$ cat src/rtl/decomp_sched_pkg.sv
// Shared types and constants for the decompression job scheduler.
package decomp_sched_pkg;

   localparam int unsigned TagWidth  = 8;
   localparam int unsigned DescWidth = 195;

   localparam logic StatusOk      = 1'b0;
   localparam logic StatusTimeout = 1'b1;

   typedef struct packed {
      logic [63:0] src;
      logic [63:0] des;
      logic [34:0] comp_len;
      logic [31:0] decomp_len;
   } job_desc_t;

   typedef enum logic [2:0] {
      StIdle,
      StLoad,
      StStart,
      StWait,
      StReport,
      StHalt
   } sched_state_e;

endpackage

$ cat src/rtl/job_desc_fifo.sv
// Synchronous descriptor FIFO; read data is registered when an entry is popped.
module job_desc_fifo
   import decomp_sched_pkg::*;
#(
   parameter int unsigned DEPTH = 4
) (
   input  logic                     clk_i,
   input  logic                     rst_i,
   input  logic                     push_i,
   input  logic [DescWidth-1:0]     wdata_i,
   input  logic                     pop_i,
   output logic [DescWidth-1:0]     rdata_o,
   output logic                     full_o,
   output logic                     empty_o,
   output logic [$clog2(DEPTH):0]   count_o
);

   localparam int unsigned AddrW = $clog2(DEPTH);

   logic [DescWidth-1:0] mem_q [DEPTH];
   logic [AddrW-1:0]     wr_ptr_q, rd_ptr_q;
   logic [AddrW:0]       count_q;
   logic [DescWidth-1:0] rdata_q;
   logic                 do_push, do_pop;

   assign full_o  = (count_q == AddrW'(0) + (AddrW+1)'(DEPTH));
   assign empty_o = (count_q == '0);
   assign count_o = count_q;
   assign rdata_o = rdata_q;

   assign do_push = push_i & ~full_o;
   assign do_pop  = pop_i & ~empty_o;

   always_ff @(posedge clk_i) begin
      if (rst_i) begin
         wr_ptr_q <= '0;
         rd_ptr_q <= '0;
         count_q  <= '0;
         rdata_q  <= '0;
      end else begin
         if (do_push) begin
            wr_ptr_q <= wr_ptr_q + 1'b1;
         end
         if (do_pop) begin
            rd_ptr_q <= rd_ptr_q + 1'b1;
            rdata_q  <= mem_q[rd_ptr_q];
         end
         if (do_push && !do_pop) begin
            count_q <= count_q + 1'b1;
         end else if (!do_push && do_pop) begin
            count_q <= count_q - 1'b1;
         end
      end
   end

   // Storage needs no reset; only entries below count_q are ever read.
   always_ff @(posedge clk_i) begin
      if (do_push) begin
         mem_q[wr_ptr_q] <= wdata_i;
      end
   end

endmodule

$ cat src/rtl/decomp_job_scheduler.sv
// Queues decompression jobs and runs them one at a time through the engine.
// Optional watchdog/halt behaviour is enabled by defining DECOMP_SCHED_TIMEOUT_EN.
module decomp_job_scheduler
   import decomp_sched_pkg::*;
#(
   parameter int unsigned DEPTH          = 4,
   parameter logic [31:0] TIMEOUT_CYCLES = 32'd100_000_000
) (
   input  logic        clk_i,
   input  logic        rst_i,
   input  logic        job_valid_i,
   output logic        job_ready_o,
   input  logic [63:0] job_src_addr_i,
   input  logic [63:0] job_des_addr_i,
   input  logic [34:0] job_comp_len_i,
   input  logic [31:0] job_decomp_len_i,
   output logic        eng_start_o,
   output logic [63:0] eng_src_addr_o,
   output logic [63:0] eng_des_addr_o,
   output logic [34:0] eng_comp_len_o,
   output logic [31:0] eng_decomp_len_o,
   input  logic        eng_ready_i,
   input  logic        eng_idle_i,
   input  logic        eng_done_i,
   output logic        cmp_valid_o,
   input  logic        cmp_ready_i,
   output logic [7:0]  cmp_tag_o,
   output logic        cmp_status_o,
   output logic [31:0] jobs_done_o,
   output logic        halted_o
);

   job_desc_t               wdesc, rdesc;
   logic                    fifo_full, fifo_empty, push, pop;
   logic [$clog2(DEPTH):0]  unused_fifo_count;

   sched_state_e            state_q;
   logic                    eng_start_q, cmp_valid_q, eng_done_q;
   logic [TagWidth-1:0]     tag_cnt_q, cmp_tag_q;
   logic [31:0]             jobs_done_q;
   logic                    done_rise;

   assign wdesc = '{src: job_src_addr_i, des: job_des_addr_i,
                    comp_len: job_comp_len_i, decomp_len: job_decomp_len_i};

   assign job_ready_o = ~fifo_full & ~halted_o;
   assign push        = job_valid_i & job_ready_o;
   assign pop         = (state_q == StIdle) & ~fifo_empty & eng_ready_i & eng_idle_i;
   assign done_rise   = eng_done_i & ~eng_done_q;

   job_desc_fifo #(
      .DEPTH (DEPTH)
   ) u_fifo (
      .clk_i   (clk_i),
      .rst_i   (rst_i),
      .push_i  (push),
      .wdata_i (wdesc),
      .pop_i   (pop),
      .rdata_o (rdesc),
      .full_o  (fifo_full),
      .empty_o (fifo_empty),
      .count_o (unused_fifo_count)
   );

   // The FIFO read register only changes on a pop, so it holds the engine fields
   // stable from LOAD through WAIT without an extra copy.
   assign eng_src_addr_o   = rdesc.src;
   assign eng_des_addr_o   = rdesc.des;
   assign eng_comp_len_o   = rdesc.comp_len;
   assign eng_decomp_len_o = rdesc.decomp_len;
   assign eng_start_o      = eng_start_q;
   assign cmp_valid_o      = cmp_valid_q;
   assign cmp_tag_o        = cmp_tag_q;
   assign jobs_done_o      = jobs_done_q;

`ifdef DECOMP_SCHED_TIMEOUT_EN
   logic [31:0] wd_q;
   logic        cmp_status_q, halted_q;
   logic        wd_expired;

   assign wd_expired   = (wd_q + 32'd1) >= TIMEOUT_CYCLES;
   assign cmp_status_o = cmp_status_q;
   assign halted_o     = halted_q;
`else
   logic unused_cfg;

   assign unused_cfg   = ^{TIMEOUT_CYCLES, StatusTimeout};
   assign cmp_status_o = StatusOk;
   assign halted_o     = 1'b0;
`endif

   always_ff @(posedge clk_i) begin
      if (rst_i) begin
         state_q      <= StIdle;
         eng_start_q  <= 1'b0;
         cmp_valid_q  <= 1'b0;
         cmp_tag_q    <= '0;
         tag_cnt_q    <= '0;
         jobs_done_q  <= '0;
         eng_done_q   <= 1'b0;
`ifdef DECOMP_SCHED_TIMEOUT_EN
         wd_q         <= '0;
         cmp_status_q <= StatusOk;
         halted_q     <= 1'b0;
`endif
      end else begin
         eng_done_q  <= eng_done_i;
         eng_start_q <= 1'b0;
         unique case (state_q)
            StIdle: begin
               if (pop) begin
                  state_q   <= StLoad;
                  cmp_tag_q <= tag_cnt_q;
                  tag_cnt_q <= tag_cnt_q + 1'b1;
               end
            end
            StLoad: begin
               state_q     <= StStart;
               eng_start_q <= 1'b1;
            end
            StStart: begin
               state_q <= StWait;
`ifdef DECOMP_SCHED_TIMEOUT_EN
               wd_q    <= '0;
`endif
            end
            StWait: begin
               // A done edge beats a watchdog expiry landing in the same cycle.
               if (done_rise) begin
                  state_q      <= StReport;
                  cmp_valid_q  <= 1'b1;
`ifdef DECOMP_SCHED_TIMEOUT_EN
                  cmp_status_q <= StatusOk;
               end else if (wd_expired) begin
                  state_q      <= StReport;
                  cmp_valid_q  <= 1'b1;
                  cmp_status_q <= StatusTimeout;
               end else begin
                  wd_q <= wd_q + 32'd1;
`endif
               end
            end
            StReport: begin
               if (cmp_ready_i) begin
                  cmp_valid_q <= 1'b0;
                  jobs_done_q <= jobs_done_q + 32'd1;
`ifdef DECOMP_SCHED_TIMEOUT_EN
                  state_q     <= cmp_status_q ? StHalt : StIdle;
                  halted_q    <= cmp_status_q;
`else
                  state_q     <= StIdle;
`endif
               end
            end
            StHalt: state_q <= StHalt;
            default: state_q <= StIdle;
         endcase
      end
   end

endmodule

$ cat config.mk
export PLATFORM = sky130hd
export DESIGN_NAME = decomp_job_scheduler
export DESIGN_NICKNAME = d
export VERILOG_FILES = /design/src/rtl/decomp_sched_pkg.sv /design/src/rtl/job_desc_fifo.sv /design/src/rtl/decomp_job_scheduler.sv
export SDC_FILE = /design/constraint.sdc
export NUM_CORES = 1
export LEC_CHECK = 0
export BUFFER_PORTS_ARGS = -buffer_cell sky130_fd_sc_hd__buf_4
export CAP_MARGIN = 20
export CORE_ASPECT_RATIO = 0.75
export CORE_MARGIN = 2
export CORE_UTILIZATION = 62
export CTS_CLUSTER_SIZE = 10
export DETAILED_ROUTE_END_ITERATION = 8
export HOLD_SLACK_MARGIN = 0.15
export PLACE_DENSITY = 0.88
export SLEW_MARGIN = 10
export SYNTH_ARGS = -nofsm -noshare
export SYNTH_HDL_FRONTEND = slang
export SYNTH_SLANG_ARGS = --single-unit
$ cat constraint.sdc
create_clock -name clk_i -period 14.3 [get_ports clk_i]
set_clock_uncertainty 0.05 [all_clocks]
set_input_delay 0 -clock clk_i [delete_from_list [all_inputs] [get_ports clk_i]]
set_output_delay 0 -clock clk_i [all_outputs]
set_load 0.1 [all_outputs]
-- Word-level counts from Yosys, hierarchy flattened
Memory sizes are Yosys's and may differ from the RTL's. A register that Yosys moved wholly into a read port is not among the register bits.
Cells that the tools add are included.
- bitwise operators: 10
- add/subtract/negate cells: 6
- reductions and logical operators: 12
- mux-type cells: 12
- eq/ne operators: 9
- operators with widths (operator ; number):
    adder 32 x 1 -> 32 bit (second input constant) ; 1
    case mux 3 bit (6 select lines) ; 1
    two-way mux 3 bit ; 5
    equality test 3 bit (second input constant) ; 3
    adder 8 x 1 -> 8 bit (second input constant) ; 1
    AND 1 bit ; 7
    equality test 3 x 2 -> 1 bit (second input constant) ; 2
    zero test 3 bit ; 2
    AND reduction 3 bit ; 2
    two-way mux 1 bit ; 5
    adder 2 x 1 -> 2 bit (second input constant) ; 2
    inequality test 2 bit (second input constant) ; 2
    AND reduction 2 bit ; 2
    nonzero test 2 bit ; 2
    adder 3 x 1 -> 3 bit (second input constant) ; 1
    equality test 3 x 1 -> 1 bit (second input constant) ; 1
    inverter 1 bit ; 3
    subtractor 3 x 1 -> 3 bit (second input constant) ; 1
    logical AND 1 bit ; 2
    zero test 1 bit ; 2
    inequality test 2 x 1 -> 1 bit (second input constant) ; 1
    case mux 1 bit (2 select lines) ; 1
- memories kept: 1
- output and inout bits: 240
- bits of input ports: 202
- register bits: 61
- memory bits (writable): 780
- memory list (memory ; words ; bits a word ; rd ports ; clocked after memory_dff ; wr ports ; RTL line ; RTL):
    u_fifo.mem_q ; 4 ; 195 ; 1 ; 1 ; 1 ; job_desc_fifo.sv:20 ; logic [DescWidth-1:0] mem_q [DEPTH];

-- Depth between registers and ports, before layout
- depth after elaboration: 9
- depth in mapped cells: 12

-- Modules after synthesis
A second synthesis with hierarchy kept.
- cells, all modules: 1799
- area, all modules: 36963.0 µm²
- by module, submodules not included (module ; sequential area each (µm²) ; cells an instance ; area an instance (µm²) ; instances):
    job_desc_fifo ; 27466.3 ; 1501 ; 34454.3 ; 1
    decomp_job_scheduler ; 1081.0 ; 298 ; 2508.7 ; 1

-- Worst setup path before layout
Ideal clock, no wire load.
- path kind: flip-flop to flip-flop
- from: reg u_fifo.count_q[0] (netlist: u_fifo.count_o[0])
- to: mem u_fifo.mem_q[0][0], enable pin
- required time: 13.671 ns
- period minus slack after synthesis: 5.953 ns
- library setup time: 0.579 ns
- slack: 8.347 ns
- stages on the path, launching flop included: 4
- arrival time: 5.324 ns
- buffers on the path: 0
- cell sequence: dfxtp_1 > nor2_1 > a21boi_1 > and2_1
- longest elaborated chain between the ends: 6
- RTL lines (what ; RTL line ; RTL):
    start, declared ; job_desc_fifo.sv:22 ; logic [AddrW:0] count_q;
    start signal, assigned ; job_desc_fifo.sv:49 ; count_q <= count_q + 1'b1;
    start signal, assigned ; job_desc_fifo.sv:51 ; count_q <= count_q - 1'b1;
    equality test 3 bit * ; job_desc_fifo.sv:26 ; assign full_o = (count_q == AddrW'(0) + (AddrW+1)'(DEPTH));
    inverter 1 bit * ; job_desc_fifo.sv:31, decomp_job_scheduler.sv:46 ;
    AND 1 bit ; decomp_job_scheduler.sv:47 ; assign push = job_valid_i & job_ready_o;
    AND 1 bit * ; job_desc_fifo.sv:31 ; assign do_push = push_i & ~full_o;
    net u_fifo.do_push ; job_desc_fifo.sv:24 ; logic do_push, do_pop;
    two-way mux 1 bit * ; job_desc_fifo.sv:58 ; if (do_push) begin
    two-way mux 1 bit (not written as such) * ; job_desc_fifo.sv:59 ; mem_q[wr_ptr_q] <= wdata_i;
    end, declared ; job_desc_fifo.sv:20 ;
The timed path passes the listed nets; every way through them passes the cells marked *.

-- Worst setup path after layout
- from: reg u_fifo.count_q[0] (netlist: u_fifo.count_o[0])
- to: mem u_fifo.mem_q[0][31], enable pin
Same word-level chain as after synthesis.

==> results by group <==
Synthesis
  – Synth Register Bits: 1036
  – Ys flop type: edfxtp_1
  – Synthesized area per cell: 17.1 um2
  – Post-synth top area share: 62.5%
  – Mapped Area: 37500 um2
  – Async SR Flop Fraction: 0%
  – Sequential fraction of the synthesis area: 76.2%
  – Number of synthesized flops with an enable pin: 780
  – Top post-synthesis cells by area: edfxtp_1, dfxtp_1, mux4_2
  – Dominant cell type by area after synthesis: edfxtp_1
  – Unique cell type count in the Yosys netlist: 43
  – Synth Warn #: 0
  – Mapped Cells: 2196

Setup path
  – Maximum fanout along the worst path: 63
  – CP peak stage delay: 0.89 ns
  – Cell mode on critical path: buf_4
  – Crit path cell chain: nor2_1, a21boi_1, and2_4, buf_4, buf_4
  – R2r startpoint: u_fifo.count_o[0]$_SDFFE_PP0P_
  – CP Class: reg -> reg
  – Worst path slowest cell: buf_4
  – Critical path's top delay family: buffers and inverters
  – Crit path required time: 14.52 ns
  – R2R setup slack: 10.56 ns
  – R2R depth: 5
  – Worst setup SP type: flip-flop
  – Element type at the critical path end: flip-flop
  – Buf+Inv Stages, Crit Path: 2
  – Critical Path AT: 3.96 ns
  – Worst reg2reg endpoint: u_fifo.mem_q[0][31]$_DFFE_PP_

STA
  – Hold_ws: 0.218 ns
  – Final critical-path share of the clock period: 26.2%
  – Setup TNS: 0 ns
  – Slew @ Worst Pin: 1.12 ns
  – Slew Viols, Final: 0
  – Unrepaired setup endpoints after global routing: false
  – Fmax: 267 MHz
  – Slew HR: 25.2%
  – Setup-failing EPs final: 0
  – Post-route minimum period: 3.74 ns
  – Final hold vios: 0

Floorplan
  – Starting density of the core: 62.3%
  – Row count: 78
  – Core area: 60100 um2
  – Top Ports: 442
  – Die span in y: 217 um
  – Die Area: 62400 um2
  – Die W: 288 um

Detailed routing
  – Routed WL: 103000 um
  – Routed WL per cell: 26.0 um
  – Detailed Routing Iterations Pass 1: 6
  – Post-route antenna net violation count: 0
  – Drt drc: 0
  – Vias: 24200
  – Detailed Route Iter0 Violations: 2942
  – Vias per cell: 6.13

Global route
  – Remaining Overflow, GRT: 0
  – Largest net degree at the start of global routing: 115
  – Global-route wire length before repair: 153000 um
  – Antenna violations before repair: 6
  – Vias in the first global route: 25100
  – All-layer global routing usage: 32.7%

Clock network
  – Sinks on Clock Net: 1036
  – Reg clk slew, reported paths: 0.06 ns
  – Post CTS Setup Buffer Count: 0
  – Clk root buf: clkbuf_16
  – H-tree depth: 3
  – Cts repair resizes: 0
  – TritonCTS clock tree: yes
  – Cts hold-fix bufs: 399
  – Clk buf depth: 3
  – Num CTS Buffers: 113
  – Worst skew pair latency: 0.68 ns

Hold path
  – WHS Path Cells: 5
  – Worst hold start: eng_idle_i
  – Worst Hold End: u_fifo.rdata_o[114]$_SDFFE_PP0P_
  – Min-Delay Path Class: in -> reg

Place
  – DP HPWL: 48600 um
  – Placed inst area: 41400 um2
  – Buffers on Ports: 439
  – GPL Wtd Cong: 0.901

Power
  – Power Density: 169 nW/um2
  – Leak pwr: 0.0167 uW
  – Final Power: 8260 uW
  – VDD IR max: 0.000169 V

Cells and area
  – Final core utilization: 81.1%
  – Cell area after layout: 48800 um2
  – Share of cells above drive strength 1: 25.3%
  – Final nets: 3256
  – Fill cell count: 2647
  – Area grow syn2layout: 30.2%

Job
  – Max-cap violations: 0

Outcome
  – Status: finished clean
## layout by cell type (no fill, tap or decap), drive strengths merged, types with 3 or more instances in the layout
cell type / n
a21oi: 229
and2: 5
and3: 5
and4: 3
buf: 461
clkbuf: 208
clkinv: 4
dfxtp: 256
diode: 8
dlygate4sd3: 399
edfxtp: 780
ha: 7
inv: 14
mux2: 4
mux4: 195
nand2: 427
nand3: 7
nand4: 18
nor2: 27
nor2b: 5
nor3: 6
nor4: 6
o21ai: 8
o31ai: 12
or3: 10
or4: 15
xnor2: 13
xor2: 6
## synth_stat cells (12+ instances only)
cell type,count
a21oi_1,229
buf_1,14
buf_2,33
clkbuf_1,77
dfxtp_1,256
edfxtp_1,780
mux4_2,195
nand2_1,427
nand4_1,17
nor2_1,27
o31ai_1,12
or4_1,14
xnor2_1,13
## logic make-up after synthesis
kind of cell    Yosys count  share of synthesized area (%)
compound gates          253                           3.49
mux                     201                           11.9
buf+inv                 137                           1.52
fa+ha+maj                 8                          0.287
flops                  1036                           76.2
xor+xnor                 19                          0.444
simple gates            541                           6.15
other cells               1                         0.0100
## through the flow
step / std cells / setup slack [ns]
after floorplan: 2197 / 8.35
after global placement: 3332 / 10.71
after detailed placement: 3332 / 10.68
after CTS: 3946 / 10.60
after global routing: 3949 / 10.38
final: 3954 / 10.56
## tightest hold or removal path: stages
cell     delay (ns)
buf_4          0.11
and3b_1        0.18
and3_4         0.38
nand2_1        0.13
a21oi_1        0.05
## worst max-delay path by stage
stage | cells past startpoint | slack (ns) | end | start
final | 5 | 10.56 | u_fifo.mem_q[0][31]$_DFFE_PP_ | u_fifo.count_o[0]$_SDFFE_PP0P_
after global routing | 5 | 10.38 | u_fifo.mem_q[3][191]$_DFFE_PP_ | u_fifo.count_o[0]$_SDFFE_PP0P_
after CTS | 5 | 10.60 | u_fifo.mem_q[3][31]$_DFFE_PP_ | u_fifo.count_o[0]$_SDFFE_PP0P_
after detailed placement | 5 | 10.68 | u_fifo.mem_q[2][18]$_DFFE_PP_ | u_fifo.count_o[0]$_SDFFE_PP0P_
after global placement | 5 | 10.71 | u_fifo.mem_q[3][38]$_DFFE_PP_ | u_fifo.count_o[0]$_SDFFE_PP0P_
after floorplan | 3 | 8.35 | u_fifo.mem_q[0][0]$_DFFE_PP_ | u_fifo.count_o[0]$_SDFFE_PP0P_
## where the power goes
| part | internal (uW) | switching [uW] | leakage [uW] |
|---|---|---|---|
| clock network | 1490 | 1180 | 0.00156 |
| registers | 3620 | 165 | 0.00922 |
| logic | 557 | 1240 | 0.00595 |
| total | 5670 | 2580 | 0.0167 |
## flip-flops by register name, indices dropped and copies added, names as in the netlist
name,cells
eng_done_q,1
u_fifo.mem_q,780
u_fifo.rdata_o,195
eng_start_o,1
u_fifo.rd_ptr_q,2
state_q,3
cmp_valid_o,1
tag_cnt_q,8
jobs_done_o,32
u_fifo.wr_ptr_q,2
cmp_tag_o,8
u_fifo.count_o,3
## area by class of cell
cell class	count	area, um2	area share [%]
inverter	10	42.5	0.0872
clock inverter	8	125	0.257
antenna	8	20.0	0.0410
timing repair buffer	861	7480	15.3
tap	800	1000	2.05
clock buffer	207	3180	6.52
sequential	1036	28600	58.6
multi-input combinational	1024	8360	17.2
## routing by layer
layer / vias up / share of wire (%) / global-route usage, %
met4: 0 / 4.3 / 13.2
li1: 10100 / - / -
met5: - / 0 / 0
met2: 1563 / 52 / 57.1
met1: 12200 / 35 / 40.3
met3: 302 / 8.4 / 6.55
(Power assumes the default switching activity.)
